`config.mk`:
```
export PLATFORM = sky130hd
export DESIGN_NAME = mux_rr_arb
export DESIGN_NICKNAME = d
export VERILOG_FILES = /design/src/rtl/mux_pkg.sv /design/src/rtl/rr_arbiter.sv /design/src/rtl/mux_rr_arb.sv
export SDC_FILE = /design/constraint.sdc
export NUM_CORES = 1
export LEC_CHECK = 0
export CAP_MARGIN = 25
export CELL_PAD_IN_SITES_DETAIL_PLACEMENT = 0
export CELL_PAD_IN_SITES_GLOBAL_PLACEMENT = 2
export CORE_MARGIN = 2
export CORE_UTILIZATION = 27
export CTS_CLUSTER_SIZE = 30
export DETAILED_ROUTE_END_ITERATION = 6
export HOLD_SLACK_MARGIN = 0.03
export PLACE_DENSITY = 0.85
export SYNTH_ARGS = -nofsm -noshare
export SYNTH_HDL_FRONTEND = slang
export SYNTH_SLANG_ARGS = --single-unit
export TNS_END_PERCENT = 30
```
`constraint.sdc`:
```
create_clock -name clk -period 6 [get_ports clk]
set_input_delay 1.2 -clock clk [delete_from_list [all_inputs] [get_ports clk]]
set_output_delay 1.2 -clock clk [all_outputs]
set_load 0.1 [all_outputs]
```
`src/rtl/mux_pkg.sv`:
```
// Shared types and helpers for the round-robin output multiplexer.
package mux_pkg;

  // Largest channel count the search helper supports, and its index width.
  localparam int unsigned MAX_N = 64;
  localparam int unsigned IDX_W = 6;

  typedef struct packed {
    logic             found;
    logic [IDX_W-1:0] idx;
  } pick_t;

  // Width of a channel index for n channels.
  function automatic int unsigned sel_w(input int unsigned n);
    return $clog2(n);
  endfunction

  // First set bit of req searching from (ptr+1) mod n upward, wrapping once.
  function automatic pick_t rr_pick(input logic [MAX_N-1:0] req,
                                    input int unsigned     ptr,
                                    input int unsigned     n);
    pick_t       r;
    int unsigned idx;
    r = '0;
    for (int unsigned k = 1; k <= MAX_N; k++) begin
      idx = ptr + k;
      if (idx >= n) idx = idx - n;
      if (k <= n && !r.found && req[IDX_W'(idx)]) begin
        r.found = 1'b1;
        r.idx   = IDX_W'(idx);
      end
    end
    return r;
  endfunction

endpackage

```
`src/rtl/rr_arbiter.sv`:
```
// Combinational N-way round-robin pick; priority starts just after ptr.
module rr_arbiter
  import mux_pkg::*;
#(
  parameter int unsigned N  = 8,
  parameter int unsigned SW = 3
) (
  input  logic [N-1:0]  req,
  input  logic [SW-1:0] ptr,
  output logic [SW-1:0] gnt_idx,
  output logic          gnt_any
);

  logic [MAX_N-1:0] req_ext;
  pick_t            pick;

  // Widen the request vector and run the shared search.
  always_comb begin
    req_ext        = '0;
    req_ext[N-1:0] = req;
    pick           = rr_pick(req_ext, 32'(ptr), N);
    gnt_idx        = SW'(pick.idx);
    gnt_any        = pick.found;
  end

endmodule

```
`src/rtl/mux_rr_arb.sv`:
```
// N-channel registered multiplexer with round-robin arbitration and
// valid/ready handshakes. Optional MUX_RR_ARB_FORCE_EN adds force_en /
// force_sel to restrict the search to a single channel.
module mux_rr_arb
  import mux_pkg::*;
#(
  parameter  int unsigned N  = 8,
  parameter  int unsigned W  = 8,
  localparam int unsigned SW = sel_w(N)
) (
  input  logic           clk,
  input  logic           rst_n,
  input  logic [N-1:0]   in_valid,
  input  logic [N*W-1:0] in_data,
  output logic [N-1:0]   in_ready,
`ifdef MUX_RR_ARB_FORCE_EN
  input  logic           force_en,
  input  logic [SW-1:0]  force_sel,
`endif
  output logic           out_valid,
  output logic [W-1:0]   out_data,
  output logic [SW-1:0]  out_sel,
  input  logic           out_ready
);

  logic [SW-1:0] ptr;
  logic [N-1:0]  req_mask_c;
  logic [SW-1:0] gnt_idx_c;
  logic          gnt_any_c;
  logic          load_en_c;

  assign load_en_c = !out_valid || out_ready;

`ifdef MUX_RR_ARB_FORCE_EN
  // While forcing, only the selected channel may compete.
  always_comb begin
    req_mask_c = in_valid;
    if (force_en) begin
      req_mask_c = '0;
      if (32'(force_sel) < N) req_mask_c[force_sel] = in_valid[force_sel];
    end
  end
`else
  // Every valid channel competes.
  always_comb begin
    req_mask_c = in_valid;
  end
`endif

  rr_arbiter #(
    .N  (N),
    .SW (SW)
  ) u_arb (
    .req     (req_mask_c),
    .ptr     (ptr),
    .gnt_idx (gnt_idx_c),
    .gnt_any (gnt_any_c)
  );

  // Accept only the granted channel, and only when the output can load.
  always_comb begin
    in_ready = '0;
    if (load_en_c && gnt_any_c) in_ready[gnt_idx_c] = 1'b1;
  end

  // Output word, its source index and the priority pointer.
  always_ff @(posedge clk or negedge rst_n) begin
    if (!rst_n) begin
      out_valid <= 1'b0;
      out_data  <= '0;
      out_sel   <= '0;
      ptr       <= SW'(N - 1);
    end else if (load_en_c) begin
      if (gnt_any_c) begin
        out_valid <= 1'b1;
        out_data  <= in_data[32'(gnt_idx_c) * W +: W];
        out_sel   <= gnt_idx_c;
        ptr       <= gnt_idx_c;
      end else begin
        out_valid <= 1'b0;
      end
    end
  end

endmodule

```
# Word level (Yosys, flattened, before mapping)
# Cells that the tools add are included.
[classes]
eq_ne = 0
n_addsub = 16
reduce_logical = 19
multipliers = 0
n_shift = 1
bitwise = 0
mux = 36
n_lt_le_gt_ge = 18
n_div = 0
[ops]
columns = ["cell", "n"]
rows = [
  ["greater-or-equal comparator 32 x 4 -> 1 bit (second input constant)", 8],
  ["variable part select 64 x 7 -> 8 bit", 1],
  ["less-than comparator 6 x 7 -> 1 bit (second input constant)", 8],
  ["2-to-1 mux 7 bit", 8],
  ["binary-select mux 1 bit (select 6 bit)", 8],
  ["2-to-1 mux 6 bit", 8],
  ["subtractor 6 x 4 -> 6 bit (second input constant)", 8],
  ["adder 3 x 3 -> 4 bit (second input constant)", 4],
  ["2-to-1 mux 1 bit", 10],
  ["logical AND 1 bit", 9],
  ["adder 3 x 2 -> 4 bit (second input constant)", 2],
  ["logical NOT 1 bit", 8],
  ["2-to-1 mux 8 bit", 1],
  ["adder 3 x 4 -> 5 bit (second input constant)", 1],
  ["adder 3 x 1 -> 4 bit (second input constant)", 1],
  ["less-than comparator 3 x 4 -> 1 bit (second input constant)", 1],
  ["demux 1 bit (select 3 bit)", 1],
  ["greater-or-equal comparator 3 x 1 -> 1 bit (second input constant)", 1],
  ["AND reduction 2 bit", 1],
  ["logical OR 1 bit", 1],
]
[totals]
word_cells = 94
latchBits = 0
memories = 0
romBits = 0
input_bits = 75
ramBits = 0
regBits = 15

# Longest topological paths before layout
[depth]
word_depth = 32
mapped_depth = 14

# Hierarchy
# Synthesis repeated with hierarchy kept, for this count alone.
[hier_totals]
hier_cells = 214
area_unflattened_um2 = 2085.8
[by_module_without_submodules]
columns = ["mod", "seq_area_each_um2", "cells_each", "area_per_inst_um2", "instances"]
rows = [
  ["mux_rr_arb", 379.1, 105, 1171.1, 1],
  ["rr_arbiter", 0.0, 109, 914.6, 1],
]

# Worst setup path after synthesis
# OpenSTA, ideal clock, no wires.
[synth_timing]
kind = "input-to-output"
start = "input in_valid[1]"
end = "output in_ready[6]"
stages = 8
arrival_time_ns = 5.980
path_slack_ns = -1.180
path_cell_list = "mux4_2 -> mux2_2 -> and2_1 -> a221oi_1 -> o32ai_4 -> and2_1 -> buf_2 -> nor4_1"
[synth_between]
elab_chain_len = 29
[synth_lines]
columns = ["item", "line", "source"]
rows = [
  ["from (decl)", "mux_rr_arb.sv:13", "input logic [N-1:0] in_valid,"],
  ["binary-select mux 1 bit (select 6 bit)", "mux_pkg.sv:28", "if (k <= n && !r.found && req[IDX_W'(idx)]) begin"],
  ["2-to-1 mux 1 bit (not written as such)", "mux_pkg.sv:28", ""],
  ["2-to-1 mux 7 bit", "mux_pkg.sv:28", ""],
  ["logical NOT 1 bit", "mux_pkg.sv:28", ""],
  ["logical AND 1 bit", "mux_pkg.sv:28", ""],
  ["2-to-1 mux 7 bit", "mux_pkg.sv:28", ""],
  ["logical NOT 1 bit", "mux_pkg.sv:28", ""],
  ["logical AND 1 bit", "mux_pkg.sv:28", ""],
  ["(+13 left out)", "n/a", ""],
  ["logical NOT 1 bit", "mux_pkg.sv:28", ""],
  ["logical AND 1 bit", "mux_pkg.sv:28", ""],
  ["2-to-1 mux 7 bit *", "mux_pkg.sv:28", ""],
  ["less-than comparator 3 x 4 -> 1 bit (not written as such) / greater-or-equal comparator 3 x 1 -> 1 bit (equally long branches)", "mux_rr_arb.sv:63", "if (load_en_c && gnt_any_c) in_ready[gnt_idx_c] = 1'b1;"],
  ["logical AND 1 bit (not written as such)", "mux_rr_arb.sv:63", ""],
  ["2-to-1 mux 1 bit (not written as such)", "mux_rr_arb.sv:63", ""],
  ["demux 1 bit (select 3 bit)", "mux_rr_arb.sv:63", ""],
  ["2-to-1 mux 8 bit *", "mux_rr_arb.sv:63", ""],
  ["to (decl)", "mux_rr_arb.sv:15", "output logic [N-1:0] in_ready,"],
]
# Mark *: on every way between the ends. The rest lies on a longest branch, timed or not. The select of a mux whose other input is x is not followed.

# Worst setup path in the final report
[layout_timing]
start = "input in_valid[5]"
end = "output in_ready[6]"
# Same word-level chain as after synthesis.

==> flow_summary_export.csv <==
group,metric,value,unit
status,outcome,"finished clean",
setup_path,r2r_setup_slack,1.75,ns
clock_network,cts.sinks,15,
sta,tightest_slew,1.03,ns
synthesis,yosysTopAreaCell,"dfrtp_1",
floorplanning,dieHeight,96.1,um
placed_design,gp_congestion,0.848,
detailed_routing,ant_nets,0,
detailed_routing,drt_pre_antenna_iters,4,
placed_design,hpwl,5970,um
setup_path,slowest_stage,"mux4_2",
sta,finalHoldViolations,0,
detailed_routing,via_per_inst,5.28,
placed_design,port_buffers,94,
synthesis,ys_ff_latch,15,
synthesis,synthTopCellsByArea,"dfrtp_1, mux4_2, mux2_2",
setup_path,crit_path_start_kind,"input port",
setup_path,required,4.80,ns
job,maxCapViolCount,0,
detailed_routing,drt-initial-drc-count,124,
sta,rsz0062_at_grt,"false",
synthesis,yosysSeqAreaShare,16.6,%
setup_path,cp.arrival,4.42,ns
floorplanning,fp-row-count,33,
setup_path,cp_slowest_stage_delay,0.54,ns
sta,fin_crit_sh,93.7,%
setup_path,r2r_cells,11,
synthesis,synth_cell_types,58,
setup_path,path_delay_family,"simple AND/OR/NAND/NOR gates",
setup_path,crit_fanout,12,
sta,slew_viol_final,0,
floorplanning,die-area,9230,um^2
clock_network,postCtsHoldBufs,0,
detailed_routing,remaining_drc_errors,0,
placed_design,place_ws,0.384,ns
synthesis,yosys_warnings,0,
detailed_routing,wire_per_inst,16.9,um
cells_and_area,fin_nets,413,
sta,relSlewSlack,31.3,%
floorplanning,die_w,96.1,um
setup_path,cp-startpoint,"in_valid[5]",
clock_network,cts_tree,"yes",
clock_network,post_cts_buffers,0,
sta,setup_viol,0,
synthesis,async_flop_share,100,%
synthesis,synth_flop_cell,"dfrtp_1",
cells_and_area,n_antenna_cell,0,
setup_path,worstReg2RegStart,"ptr[1]",
synthesis,syn-cell-area,2290,um^2
worst_hold_path,min_delay_path_depth,2,
floorplanning,start_util,27.9,%
synthesis,synth_edf_count,0,
setup_path,crit_buf_inv,2,
floorplanning,coreArea,8220,um^2
clock_network,cts_buffers,3,
synthesis,synth_common_cells,"mux2_2, nand2_1, mux2_1, nor3_1",
worst_hold_path,hold_start,"out_data[6]",
synthesis,syn_inst,241,
clock_network,clk_pin_slew,0.07,ns
setup_path,cp_num_cells,9,
clock_network,htree_levels,1,
synthesis,synthesis.nets,321,
grt,grt_max_degree,22,
setup_path,setup.worst_path.class,"in2out",
clock_network,clock_latency,0.25,ns
setup_path,path_cells,"clkdlybuf4s50_1 -> mux4_2 -> mux2i_1 -> and4_1 -> o211a_1 -> o32ai_4 -> and2_1 -> nor4_2 -> buf_12",
synthesis,synth_top_cell_area_share,13.1,%
cells_and_area,area_growth,51.6,%
clock_network,clock_path_buffers,2,
sta,finClkSkew,0.00654,ns
detailed_routing,wl,7400,um
sta,fmax,178,MHz
clock_network,cts-resized-gates,0,
grt,overflow,0,
clock_network,clockRootBuffer,"clkbuf_8",
grt,grt_pass1_wl,11300,um
floorplanning,pin_count,95,
setup_path,worstSetupEndpointType,"primary output",
worst_hold_path,min_path_type,"reg2reg",
grt,grt_usage,15.6,%
sta,min_period,5.62,ns
grt,antenna_found_initial,0,
cells_and_area,drive_gt1_share,22.0,%
sta,worst_slack,0.377,ns
grt,grt_pass1_vias,2268,
detailed_routing,num_vias,2307,
synthesis,syn_avg_cell_area,9.50,um^2
cells_and_area,fillers,799,
-- cell families (layout without fill, tap and decap cells) --
family                   after synthesis  count (layout)  share of synthesized area, %
buffers and inverters                 23             114                          5.57
AND/OR/NAND/NOR                       81              81                          18.9
multiplexers                          58              58                          32.8
AO/OA/AOI/OAI                         55              55                          21.9
adder cells (fa/ha/maj)                5               5                          2.73
XOR/XNOR                               4               4                          1.53
flip-flops                            15              15                          16.6
-- layout by cell type (no fill, tap or decap), drive strengths merged, types with 4 or more instances in the layout --
cell and count:
dfrtp 12, buf 19, clkdlybuf4s50 86, mux4 10, and3 11, a21oi 6
o21ai 7, ha 5, o22ai 9, nand4 4, nand2b 4, mux2 34
nor2 14, mux2i 14, nor3 16, o41ai 8, inv 5, nand2 19
-- path summary, 6_finish.rpt --
| kind | endpoint |
|---|---|
| worst max-delay path | in_ready[6] |
| worst min-delay path | out_data[6] |
| worst max register to register | out_data[3] |
| worst min register to register | out_data[6] |
| max in group asynchronous | out_valid |
| min in group asynchronous | out_data[3] |
-- per-layer routing --
metal | global-route usage [%] | vias up | part of all wire [%]
met3 | 1.96 | 8 | 5.5
met1 | 20.6 | 1112 | 42
met4 | 3.93 | 0 | 1.4
met5 | 0 | - | 0
li1 | - | 1131 | -
met2 | 26.9 | 56 | 51
-- worst min-delay path, stage by stage, from the launching register on --
cell and delay, ns:
dfrtp_1 0.34, nand2_1 0.06, o41ai_2 0.05
-- per-stage QoR --
step | util [%] | hold slack, ns | std cells | TNS (ns) | instance area, um^2
floorplan | - | 0.739 | 241 | -2.06 | 2300
global placement | 41.6 | 0.460 | 433 | 0 | 3420
detailed placement | 41.6 | 0.467 | 433 | 0 | 3420
CTS | 42.2 | 0.487 | 437 | 0 | 3470
global route | 42.2 | 0.508 | 437 | 0 | 3470
finish | 42.2 | 0.481 | 437 | 0 | 3470
-- registers in the layout (all words and copies together), names as in the netlist --
signal and count:
out_data 8, out_sel 3, ptr 3, out_valid 1
-- area by class of cell --
cell class	instances	area, um^2	area share (%)
clock buffers	3	41.3	1.19
clock inverters	1	7.51	0.216
inverters	5	18.8	0.541
multi-input cells	203	1790	51.6
flip-flops and latches	15	379	10.9
well taps	105	131	3.79
repair buffers	105	1100	31.8
Power is left out: the tool's default activity adds up to more than one toggle a clock period on the data nets, which glitch-free logic cannot reach.
